<file path="src/rtl/rx_module.sv">
// UART receiver: 16x oversampled start detection, mid-bit sampling of data,
// optional even parity and 1-4 stop bits, with parity and framing status.
module rx_module #(
   parameter int MAX_UART_DATA_W = 8,
   parameter int STOP_CONF_W     = 2,
   parameter int DATA_CONF_W     = 2,
   parameter int SAMPLE_COUNT_W  = 4,
   parameter int TOTAL_CONF_W    = 5,
   parameter int DATA_COUNTER_W  = 3
) (
   input  logic                       clk_i,
   input  logic                       rst_i,
   input  logic                       baud_en_i,
   input  logic                       rx_en_i,
   input  logic [TOTAL_CONF_W-1:0]    rx_conf_i,
   input  logic                       uart_rx_i,
   output logic [MAX_UART_DATA_W-1:0] rx_data_o,
   output logic                       rx_done_o,
   output logic                       rx_busy_o,
   output logic                       rx_parity_err_o,
   output logic                       rx_frame_err_o
);

   typedef enum logic [2:0] {
      S_RESET  = 3'd0,
      S_IDLE   = 3'd1,
      S_START  = 3'd2,
      S_DATA   = 3'd3,
      S_PARITY = 3'd4,
      S_STOP   = 3'd5,
      S_DONE   = 3'd6
   } state_t;

   localparam logic [SAMPLE_COUNT_W-1:0] SAMPLE_LAST = {SAMPLE_COUNT_W{1'b1}};
   localparam logic [SAMPLE_COUNT_W-1:0] SAMPLE_MID  = SAMPLE_LAST >> 1;

   function automatic logic even_parity(input logic [MAX_UART_DATA_W-1:0] d);
      return ^d;
   endfunction

   state_t                       state_q, state_d;
   logic [1:0]                   sync_q;
   logic                         rx_s;
   logic [TOTAL_CONF_W-1:0]      conf_q, conf_d;
   logic [SAMPLE_COUNT_W-1:0]    sample_q, sample_d;
   logic [DATA_COUNTER_W-1:0]    data_idx_q, data_idx_d;
   logic [STOP_CONF_W-1:0]       stop_idx_q, stop_idx_d;
   logic [MAX_UART_DATA_W-1:0]   data_q, data_d;
   logic                         parity_err_q, parity_err_d;
   logic                         frame_err_q, frame_err_d;
   logic                         busy_q, busy_d;
   logic [MAX_UART_DATA_W-1:0]   rx_data_q, rx_data_d;
   logic                         done_q, done_d;
   logic                         perr_out_q, perr_out_d;
   logic                         ferr_out_q, ferr_out_d;

   logic                         parity_en_s;
   logic [STOP_CONF_W-1:0]       stop_last_s;
   logic [DATA_COUNTER_W-1:0]    data_last_s;

   assign rx_s        = sync_q[1];
   assign parity_en_s = conf_q[0];
   assign stop_last_s = conf_q[STOP_CONF_W:1];
   assign data_last_s = DATA_COUNTER_W'(32'd4)
                        + DATA_COUNTER_W'(conf_q[TOTAL_CONF_W-1 -: DATA_CONF_W]);

   // Two-flop synchroniser for the asynchronous line, idle-high on reset.
   always_ff @(posedge clk_i) begin
      if (rst_i) begin
         sync_q <= 2'b11;
      end else begin
         sync_q <= {sync_q[0], uart_rx_i};
      end
   end

   // Next-state, counters and output updates; everything advances on baud ticks.
   always_comb begin
      state_d      = state_q;
      conf_d       = conf_q;
      sample_d     = sample_q;
      data_idx_d   = data_idx_q;
      stop_idx_d   = stop_idx_q;
      data_d       = data_q;
      parity_err_d = parity_err_q;
      frame_err_d  = frame_err_q;
      busy_d       = busy_q;
      rx_data_d    = rx_data_q;
      done_d       = 1'b0;
      perr_out_d   = perr_out_q;
      ferr_out_d   = ferr_out_q;
      if (baud_en_i) begin
         case (state_q)
            S_RESET: begin
               if (rx_en_i) state_d = S_IDLE;
               else         state_d = S_RESET;
            end
            S_IDLE: begin
               if (rx_en_i && !rx_s) begin
                  state_d      = S_START;
                  conf_d       = rx_conf_i;
                  sample_d     = '0;
                  data_idx_d   = '0;
                  stop_idx_d   = '0;
                  data_d       = '0;
                  parity_err_d = 1'b0;
                  frame_err_d  = 1'b0;
                  busy_d       = 1'b1;
               end else if (!rx_en_i) begin
                  state_d = S_RESET;
               end else begin
                  state_d = S_IDLE;
               end
            end
            S_START: begin
               sample_d = sample_q + SAMPLE_COUNT_W'(1);
               if (sample_q == SAMPLE_MID && rx_s) begin
                  state_d = S_IDLE;
                  busy_d  = 1'b0;
               end else if (sample_q == SAMPLE_LAST) begin
                  state_d = S_DATA;
               end else begin
                  state_d = S_START;
               end
            end
            S_DATA: begin
               sample_d = sample_q + SAMPLE_COUNT_W'(1);
               if (sample_q == SAMPLE_MID) begin
                  data_d[data_idx_q] = rx_s;
               end else if (sample_q == SAMPLE_LAST) begin
                  data_idx_d = data_idx_q + DATA_COUNTER_W'(1);
                  if (data_idx_q == data_last_s) begin
                     state_d = parity_en_s ? S_PARITY : S_STOP;
                  end else begin
                     state_d = S_DATA;
                  end
               end else begin
                  state_d = S_DATA;
               end
            end
            S_PARITY: begin
               sample_d = sample_q + SAMPLE_COUNT_W'(1);
               if (sample_q == SAMPLE_MID) begin
                  parity_err_d = rx_s ^ even_parity(data_q);
               end else if (sample_q == SAMPLE_LAST) begin
                  state_d = S_STOP;
               end else begin
                  state_d = S_PARITY;
               end
            end
            S_STOP: begin
               sample_d = sample_q + SAMPLE_COUNT_W'(1);
               if (sample_q == SAMPLE_MID) begin
                  frame_err_d = frame_err_q | ~rx_s;
                  if (stop_idx_q == stop_last_s) begin
                     state_d    = S_DONE;
                     done_d     = 1'b1;
                     rx_data_d  = data_q;
                     perr_out_d = parity_en_s & parity_err_q;
                     ferr_out_d = frame_err_q | ~rx_s;
                  end else begin
                     state_d = S_STOP;
                  end
               end else if (sample_q == SAMPLE_LAST) begin
                  stop_idx_d = stop_idx_q + STOP_CONF_W'(1);
               end else begin
                  state_d = S_STOP;
               end
            end
            S_DONE: begin
               busy_d  = 1'b0;
               state_d = rx_en_i ? S_IDLE : S_RESET;
            end
            default: begin
               busy_d  = 1'b0;
               state_d = S_RESET;
            end
         endcase
      end else begin
         state_d = state_q;
      end
   end

   // State and output registers.
   always_ff @(posedge clk_i) begin
      if (rst_i) begin
         state_q      <= S_RESET;
         conf_q       <= '0;
         sample_q     <= '0;
         data_idx_q   <= '0;
         stop_idx_q   <= '0;
         data_q       <= '0;
         parity_err_q <= 1'b0;
         frame_err_q  <= 1'b0;
         busy_q       <= 1'b0;
         rx_data_q    <= '0;
         done_q       <= 1'b0;
         perr_out_q   <= 1'b0;
         ferr_out_q   <= 1'b0;
      end else begin
         state_q      <= state_d;
         conf_q       <= conf_d;
         sample_q     <= sample_d;
         data_idx_q   <= data_idx_d;
         stop_idx_q   <= stop_idx_d;
         data_q       <= data_d;
         parity_err_q <= parity_err_d;
         frame_err_q  <= frame_err_d;
         busy_q       <= busy_d;
         rx_data_q    <= rx_data_d;
         done_q       <= done_d;
         perr_out_q   <= perr_out_d;
         ferr_out_q   <= ferr_out_d;
      end
   end

   assign rx_data_o       = rx_data_q;
   assign rx_done_o       = done_q;
   assign rx_busy_o       = busy_q;
   assign rx_parity_err_o = perr_out_q;
   assign rx_frame_err_o  = ferr_out_q;

endmodule

</file>
<file path="config.mk">
export PLATFORM = sky130hd
export DESIGN_NAME = rx_module
export DESIGN_NICKNAME = d
export VERILOG_FILES = /design/src/rtl/rx_module.sv
export SDC_FILE = /design/constraint.sdc
export NUM_CORES = 1
export LEC_CHECK = 0
export CORE_MARGIN = 5
export CORE_UTILIZATION = 50
export DETAILED_ROUTE_END_ITERATION = 12
export MAX_ROUTING_LAYER = met4
export PLACE_DENSITY_LB_ADDON = 0.2
export SLEW_MARGIN = 5
export SYNTH_ARGS = -nofsm -noshare
export SYNTH_HDL_FRONTEND = slang
export SYNTH_SLANG_ARGS = --single-unit
</file>
<file path="constraint.sdc">
create_clock -name clk_i -period 2.36 [get_ports clk_i]
set_input_delay 0.59 -clock clk_i [delete_from_list [all_inputs] [get_ports clk_i]]
set_output_delay 0.59 -clock clk_i [all_outputs]
set_load 0.1 [all_outputs]
</file>
==> summary.txt <==
Critical path
  • CP Launch Type: primary input
  • CP max stage delay: 0.53 ns
  • Critical Path Start: rx_en_i
  • Cell chain of the critical path: clkdlybuf4s50_1 > or3b_1 > a21o_1 > or4_1 > a21oi_1
  • WS Path Type: in2reg
  • Critical path arrival: 2.24 ns
  • FF-to-FF Start: state_q[2]$_SDFFE_PP0P_
  • Max FO, Critical Path: 5
  • Nature of the critical path endpoint: flop
  • Critical Path RT: between 2 and 3 ns
  • CP max-delay cell: clkdlybuf4s50_1

Detailed routing
  • DR vias: 1927
  • DRC viols: 0
  • WL/cell: around 15 µm
  • DRT Pass-1 Iters: 4
  • Final WL: just under 5 mm
  • DR vias/cell: just under 6
  • Routed Antenna Nets: 0
  • DRT iter0 DRCs: 105

Outcome
  • Status: completed

Clock network
  • Clock insertion delay at the later pin of the skew report: 0.29 ns
  • Num Clock Sinks: 41
  • Resize count post-CTS: 0
  • Number of CTS-inserted buffers: 5
  • CTS Root Cell: clkbuf_8
  • CTS H-tree lvls: 2
  • Hold Buf Count CTS: 0
  • Clock slew at reported path FFs: 0.07 ns
  • CTS tree: built
  • CTS Buffer Depth: 2
  • Setup Buffers After CTS: 0

Pwr
  • Sw power: 0.000271 W
  • Worst VDD drop: a little under 0.4 mV
  • Sequential power share: 0.521
  • Logic pwr share: 0.052
  • Switch share: 0.202
  • Power Density: approximately 530 nW/µm²
  • Leak pwr: 0.933 nW
  • Clock power frac: 0.427
  • Cell internal pwr: 0.00107 W

Timing
  • Slew @ Worst Pin: 0.558 ns
  • Final hold violation count: 0
  • Tcrit/Tclk final: 0.857
  • Setup TNS: 0 ns
  • F_max: 494 MHz
  • Worst clock skew: 0.00786 ns
  • RSZ-0062 raised after global routing: false
  • Finish-stage setup viols: 0
  • Max Slew Vio Count: 0
  • Tmin final: about 2.0 ns
  • Slew headroom: 0.627

Min path
  • Worst hold start: sync_q[0]$_SDFF_PP1_
  • Worst min path class: reg2reg

Logic synthesis
  • Synth Area in Adders: 0.0115
  • FF+latch count, synth: 41
  • Syn_nets: 271
  • Synth warnings: 0
  • Distinct cells, synth: 53
  • Synth Area in Compound Gates: 0.214
  • Post-Synth XOR/XNOR Area: 0.0669
  • Post-synthesis sequential area ratio: 0.378
  • Mapped Cells: 259
  • Synthesized area: between 2000 and 2500 µm²
  • Ys flop type: dfxtp_1
  • Largest family of logic cells by synthesized area: simple AND/OR/NAND/NOR gates
  • Mux contribution to synthesized area: 0.0375
  • Syn avg cell area: ~8.4 µm²
  • Synth Area in Simple Gates: 0.234
  • Number of synthesized flops with an enable pin: 0
  • Fraction of registers with async set/reset: 0

Global routing
  • Largest net degree at the start of global routing: 30
  • GR Util met3: 0.0422
  • Most Used Layer, Global Route: met2
  • M1 GR Usage: 0.259
  • Number of global-route vias before repair: 1729
  • Initial antenna violation count: 0
  • Gr usage total: 0.190
  • First-pass GRT wire length: 8.22 mm
  • Total gr overflow: 0
  • Met2 usage: 0.286

Cells and area
  • Commonest non-fill, non-tap cell in the layout: dfxtp_1
  • Layout area overhead: 17.9%
  • Antenna cells: 0
  • Final Instance Area: 2560 µm²
  • Nets: 292
  • Most frequent cells in the layout: dfxtp_1, a21oi_1, buf_4
  • Share of layout cells above drive strength 1: 0.146
  • Post-Layout Cell Count: 333

Floorplanning
  • Die Area: 5760 µm²
  • Core area: 4290 µm²
  • Num rows: 24
  • Die height: 75.9 µm
  • Die width: 75.9 µm
  • Initial Utilization: 0.505
  • # IOs: 22

Job
  • Max_cap viols: 0

Placed design
  • RD Place Congestion: 0.863
  • Area after DPL: 2440 µm²
  • Post-Place Cells: 325
  • Port Buffers: 21
  • Detailed placement HPWL: 3.47 mm
==> registers in the layout (all words and copies together) (netlist names) <==
name / flops
conf_q: 5
data_idx_q: 3
data_q: 8
frame_err_q: 1
parity_err_q: 1
rx_busy_o: 1
rx_data_o: 8
rx_done_o: 1
rx_frame_err_o: 1
rx_parity_err_o: 1
sample_q: 4
state_q: 3
stop_idx_q: 2
sync_q: 2
==> critical path, delay by kind of cell <==
family	cells	cell delay, ns
AND/OR/NAND/NOR	2	0.76
buffers and inverters	1	0.53
AO/OA/AOI/OAI	2	0.36
==> worst paths after layout <==
check | depth (start not counted) | slack, ns | end
worst max-delay path | 5 | 0.34 | stop_idx_q[1]$_SDFFE_PP0P_
worst min-delay path | 1 | 0.41 | sync_q[1]$_SDFF_PP1_
worst max register to register | 5 | 0.45 | rx_frame_err_o$_SDFFE_PP0P_
worst min register to register | 1 | 0.41 | sync_q[1]$_SDFF_PP1_
==> Yosys cell counts, drive strengths merged (2+ instances only) <==
| cell | number | area, µm² |
|---|---|---|
| dfxtp | 41 | 821 |
| a21oi | 31 | 155 |
| o21ai | 22 | 110 |
| nor2 | 18 | 67.6 |
| buf | 14 | 72.6 |
| nand3 | 13 | 65.1 |
| nand2 | 10 | 37.5 |
| clkbuf | 9 | 33.8 |
| xnor2 | 8 | 70.1 |
| mux2i | 7 | 70.1 |
| nand3b | 6 | 45.0 |
| nor2b | 6 | 37.5 |
| xor2 | 6 | 52.6 |
| inv | 5 | 18.8 |
| and3b | 4 | 35.0 |
| nor4 | 4 | 25.0 |
| a31oi | 3 | 18.8 |
| nand4 | 3 | 18.8 |
| nor3 | 3 | 15.0 |
| o31ai | 3 | 22.5 |
| or2 | 3 | 18.8 |
| or3 | 3 | 18.8 |
| a211o | 2 | 17.5 |
| a21o | 2 | 15.0 |
| a22oi | 2 | 15.0 |
| a311oi | 2 | 17.5 |
| a32o | 2 | 20.0 |
| ha | 2 | 25.0 |
| nand2b | 2 | 12.5 |
| nand4bb | 2 | 22.5 |
| nor3b | 2 | 20.0 |
| o221ai | 2 | 17.5 |
| or3b | 2 | 17.5 |
==> final cells by class <==
cell class / count / area, µm²
Clock inverter: 1 / 30.0
Sequential cell: 41 / 821
Tap cell: 52 / 65.1
Inverter: 5 / 18.8
Multi-Input combinational cell: 190 / 1220
Clock buffer: 7 / 86.3
Timing Repair Buffer: 37 / 313
Fill cell: 414 / 1740
==> cell families after synthesis <==
kind of cell,Yosys count
AOI/OAI and AO/OA,78
xor gates and xnor gates,15
adders and majority gates,2
buffers and inverters,28
DFF,41
muxes,8
and+or+nand+nor,87
==> per-stage QoR <==
stage | setup slack, ns | util | hold WS, ns | power, W
global placement | 0.0890 | 0.568 | 0.394 | 0.000787
global route | 0.208 | 0.596 | 0.436 | 0.00140
finish | 0.337 | 0.596 | 0.413 | 0.00134
floorplan | 0.669 | - | 0.389 | 0.000755
detailed placement | 0.0647 | 0.568 | 0.400 | 0.000787
CTS | 0.354 | 0.596 | 0.417 | 0.00136
==> layer usage <==
metal	up-vias	routed length (µm)
met2	31	2210
met4	0	30
met3	4	213
li1	980	-
met1	912	2380
met5	-	0
==> power groups by stage <==
stage / clock network [W] / registers (W) / logic, W
floorplan: 0 / 0.000713 / 0.0000427
CTS: 0.000588 / 0.000700 / 0.0000702
finish: 0.000574 / 0.000701 / 0.0000699
global route: 0.000624 / 0.000701 / 0.0000760
detailed placement: 0 / 0.000717 / 0.0000700
global placement: 0 / 0.000717 / 0.0000704
Power figures use the tool's default switching activity.
